`src/rtl/adder_subtractor_32_pkg.sv`:
```
// Shared ALU constants for the add/sub slice.
// Pure declarations: no logic, no latency, no flow control.
package adder_subtractor_32_pkg;
    localparam int   ALU_WIDTH = 32;
    localparam logic MODE_ADD  = 1'b0;
    localparam logic MODE_SUB  = 1'b1;
endpackage

```
`src/rtl/adder_subtractor_32_if.sv`:
```
// Operand/result bundle between the ALU operand stage and the add/sub slice.
// No handshake: one operation per cycle, the consumer cannot stall.
interface adder_subtractor_32_if
    import adder_subtractor_32_pkg::*;
#(
    parameter int WIDTH = ALU_WIDTH
);
    logic [WIDTH-1:0] a;
    logic [WIDTH-1:0] b;
    logic             M;
    logic [WIDTH-1:0] sum;
    logic             c_out;

    modport master (output a, output b, output M, input sum, input c_out);
    modport slave  (input a, input b, input M, output sum, output c_out);
endinterface

```
`src/rtl/adder_subtractor_32_full_adder.sv`:
```
// One-bit full adder cell, chained to form the ripple carry path.
// Purely combinational; no backpressure.
module full_adder (
    input  logic a,
    input  logic b,
    input  logic c_in,
    output logic s,
    output logic c_out
);
    assign s     = a ^ b ^ c_in;
    assign c_out = (a & b) | (c_in & (a ^ b));
endmodule

```
`src/rtl/adder_subtractor_32.sv`:
```
// Registered two's-complement add/sub: M=0 gives a+b, M=1 gives a+~b+1.
// Latency 1 cycle, one op per cycle; no backpressure (no handshake).
module adder_subtractor_32
    import adder_subtractor_32_pkg::*;
#(
    parameter int WIDTH = ALU_WIDTH
) (
    input  logic                 clk,
    input  logic                 rst_n,
    adder_subtractor_32_if.slave bus
);
    logic             sub_mode;
    logic [WIDTH-1:0] b_eff;
    logic [WIDTH:0]   carry;
    logic [WIDTH-1:0] sum_d;
    logic [WIDTH-1:0] sum_q;
    logic             c_out_d;
    logic             c_out_q;

    // Subtraction reuses the adder: invert b and inject the +1 as carry-in.
    assign sub_mode = (bus.M == MODE_SUB);
    assign b_eff    = bus.b ^ {WIDTH{sub_mode}};
    assign carry[0] = sub_mode;

    for (genvar i = 0; i < WIDTH; i++) begin : g_ripple
        full_adder u_fa (
            .a     (bus.a[i]),
            .b     (b_eff[i]),
            .c_in  (carry[i]),
            .s     (sum_d[i]),
            .c_out (carry[i+1])
        );
    end

    // In subtract mode this is the inverted borrow (1 when a >= b).
    assign c_out_d = carry[WIDTH];

    always_ff @(posedge clk or negedge rst_n) begin
        if (!rst_n) begin
            sum_q   <= '0;
            c_out_q <= 1'b0;
        end else begin
            sum_q   <= sum_d;
            c_out_q <= c_out_d;
        end
    end

    assign bus.sum   = sum_q;
    assign bus.c_out = c_out_q;
endmodule

```
`src/flat_wrapper.sv`:
```
// flat-port wrapper written by rule: the top's interface ports become plain ports
module adder_subtractor_32_flat import adder_subtractor_32_pkg::*;
#(
    parameter int WIDTH = ALU_WIDTH
)
  (clk, rst_n, bus_a, bus_b, bus_M, bus_sum, bus_c_out);
  adder_subtractor_32_if #(.WIDTH(WIDTH)) bus_i ();
  input  logic clk;
  input  logic rst_n;
  input wire logic [$bits(bus_i.a)-1:0] bus_a;
  input wire logic [$bits(bus_i.b)-1:0] bus_b;
  input wire logic [$bits(bus_i.M)-1:0] bus_M;
  output wire logic [$bits(bus_i.sum)-1:0] bus_sum;
  output wire logic [$bits(bus_i.c_out)-1:0] bus_c_out;
  assign bus_i.a = bus_a;
  assign bus_i.b = bus_b;
  assign bus_i.M = bus_M;
  assign bus_sum = bus_i.sum;
  assign bus_c_out = bus_i.c_out;
  adder_subtractor_32 #(.WIDTH(WIDTH)) u_core (.clk(clk), .rst_n(rst_n), .bus(bus_i));
endmodule
```
`config.mk`:
```
export PLATFORM = sky130hd
export DESIGN_NAME = adder_subtractor_32_flat
export DESIGN_NICKNAME = d
export VERILOG_FILES = /design/src/rtl/adder_subtractor_32_pkg.sv /design/src/rtl/adder_subtractor_32_if.sv /design/src/rtl/adder_subtractor_32_full_adder.sv /design/src/rtl/adder_subtractor_32.sv /design/src/flat_wrapper.sv
export SDC_FILE = /design/constraint.sdc
export NUM_CORES = 1
export LEC_CHECK = 0
export CORE_MARGIN = 2
export CORE_UTILIZATION = 39
export DETAILED_ROUTE_END_ITERATION = 10
export MAX_ROUTING_LAYER = met4
export PLACE_DENSITY = 0.83
export SLEW_MARGIN = 20
export SYNTH_ARGS = -nofsm -noshare
export SYNTH_HDL_FRONTEND = slang
export SYNTH_HIERARCHICAL = 1
export SYNTH_SLANG_ARGS = --single-unit
```
`constraint.sdc`:
```
create_clock -name clk -period 0.8 [get_ports clk]
set_clock_uncertainty 0.05 [all_clocks]
set_input_delay 0.24 -clock clk [delete_from_list [all_inputs] [get_ports clk]]
set_output_delay 0.24 -clock clk [all_outputs]
set_load 0.02 [all_outputs]
```
==> out/qor.yml <==
cts:
  cts_tree: "yes"
  cts.sinks: 33
  clockRootBuffer: "clkbuf_8"
  post-cts-setup-buffers: 0
  clk_pin_slew_ps: 60
  cts_made_buffers: 5
  htree_num_levels: 2
  cts_max_path_buffers: 2
sta:
  hold_ws_ps: 267
  tns_ps: -198030
  maxSlewViolCount: 0
  fin_crit_ps: 11800
  hold_viol_final: 0
  rsz0062_at_grt: "yes"
  timing.fmax_mhz: 84.8
  slew_headroom_pct: 80.9
  finalSetupViolCount: 66
  setup_ws_ps: -11000
  period_share_pct: 1470
  tightest_slew_ps: 287
floorplanning:
  core_area_um2: 4410
  die_h_um: 72.3
  rows: 24
  die_area_um2: 5220
  initial_core_util_pct: 41.2
  die_w_um: 72.3
  num_io_pins: 100
routing:
  first_iter_violations: 38
  wl_per_cell_um: 15.5
  routed_via_density: 4.46
  drc: 0
  totalWireLength_mm: 4.03
  drt_pass1_iterations: 4
  via_count: 1159
  ant_nets: 0
worst_setup_path:
  endpoint_kind: "register"
  cp_common_cell: "fa_2"
  cp_slowest_stage_delay_ps: 520
  critPathBufInv: 1
  cpMaxStageDelayCell: "fa_2"
  cp_data_required_time_ps: 970
  arrival_ps: 11970
  worstPathMaxFanout: 2
  path_class: "in2reg"
  cp_top_family: "adder cells"
  worstSetupStartpointType: "primary input"
layout:
  diodes: 0
  nFillCells: 286
  drive_above_1_share_pct: 37.5
  syn2layout_area_growth_pct: 69.0
  finalNonFillerCells: 260
  nets: 306
placement:
  hpwl_mm: 3.48
  dp_slack_ps: -11610
  gp_congestion: 0.816
  io_buffer_count: 99
  dp.cells: 252
run_status:
  violations: "setup timing"
  outcome: "complete, but fails checks"
grt:
  grtUsageMet1_pct: 17.9
  antenna_found_initial: 0
  grt_pass1_vias: 1399
  gr-usage-met2_pct: 32.3
  gr-total-overflow: 0
  grt_use_total_pct: 18.1
  grt_first_pass_wirelength_mm: 6.54
  gr-max-usage-layer: "met2"
  grtUsageMet3_pct: 5.83
  grt_max_degree: 34
logic_synthesis:
  synth_cell_types: 5
  yosys-top-cells-count: "dfrtp_1, fa_1, xor2_1"
  syn_nets: 200
  ys_seq_area_share_pct: 45.4
  yosysMostFrequentCell: "dfrtp_1"
  syn_avg_cell_area_um2: 18.0
  synthCells: 101
  netlist.area_leader.share_pct: 45.4
  synth_area_leaders: "dfrtp_1, fa_1, xor2_1, buf_12, buf_6"
  mappedNetlistArea_um2: 1820
  synth-edff-count: 0
  yosys.area.top_type: "dfrtp_1"
  ys_async_sr_fraction_pct: 100
  ys_ff_latch: 33
  ys_warn_count: 6
  ys.flop_type: "dfrtp_1"
power_and_ir_drop:
  vdd_drop_max_mv: 0.884
  power.density_nw_per_um2: 2140
  power.leakage_nw: 1.26
flow_run:
  maxCapViolCount: 0
hold_path:
  hold_class: "in2async"
==> what timing repair did <==
item                       in CTS  in global routing
resized for setup             210                  0
hold buffers                    0                  0
setup endpoints to repair      66                 66
pin swaps                       1                  0
gates cloned                    0                  0
==> power breakdown <==
group | leakage [nW] | switching [mW] | internal, mW
Sequential | 0.385 | 0.229 | 2.16
Combinational | 0.837 | 1.41 | 1.61
Clock | 0.0395 | 0.550 | 0.617
Total | 1.26 | 2.19 | 4.39
==> metrics by stage <==
stage	instance area (um2)	total power [mW]	util [%]
finish	3070	6.58	69.6
global route	3070	6.99	69.6
CTS	3070	6.69	69.6
detailed placement	2930	5.30	66.3
global placement	2930	5.13	66.3
floorplan	1910	3.62	-
==> final cells by class <==
cell class                      count  area (um2)  share of cell area [%]
Clock buffer                        8        80.1                    2.61
Multi-Input combinational cell     64        1030                    33.4
Sequential cell                    33         826                    26.9
Tap cell                           52        65.1                    2.12
Timing Repair Buffer              103        1070                    35.0
==> metal layers <==
metal	up-vias	share of wire, %
met3	11	8.4
met1	579	32
li1	509	-
met4	0	2.8
met2	60	57
met5	-	0
==> final timing paths <==
kind / from / endpoint / slack (ps) / depth (start not counted)
setup / recovery: bus_M / u_core/bus.sum[31]$_DFF_PN0_ / -11000 / 34
hold / removal: rst_n / u_core/bus.sum[31]$_DFF_PN0_ / 270 / 2
max in group asynchronous: rst_n / u_core/bus.sum[26]$_DFF_PN0_ / 240 / 2
min in group clk: bus_M / u_core/bus.sum[0]$_DFF_PN0_ / 370 / 3
==> state kept, by name, indices dropped and copies added, names as in the netlist <==
register and flops:
u_core/bus.c_out 1, u_core/bus.sum 32
==> cell usage in the layout, fill, tap and decap left out, drive strengths merged <==
master         netlist  final
buf                  4     39
clkbuf               0      8
clkdlybuf4s50        0     62
dfrtp               33     33
dlygate4sd2          0      2
fa                  32     32
xor2                32     32
==> kinds of logic (layout without fill, tap and decap cells) <==
logic type,Yosys count,after routing,share of synthesized area (%)
xor gates and xnor gates,32,32,15.4
DFF,33,33,45.4
buffers and inverters,4,111,3.92
adders and majority gates,32,32,35.2
No activity file was read; power rests on OpenSTA's default activity.
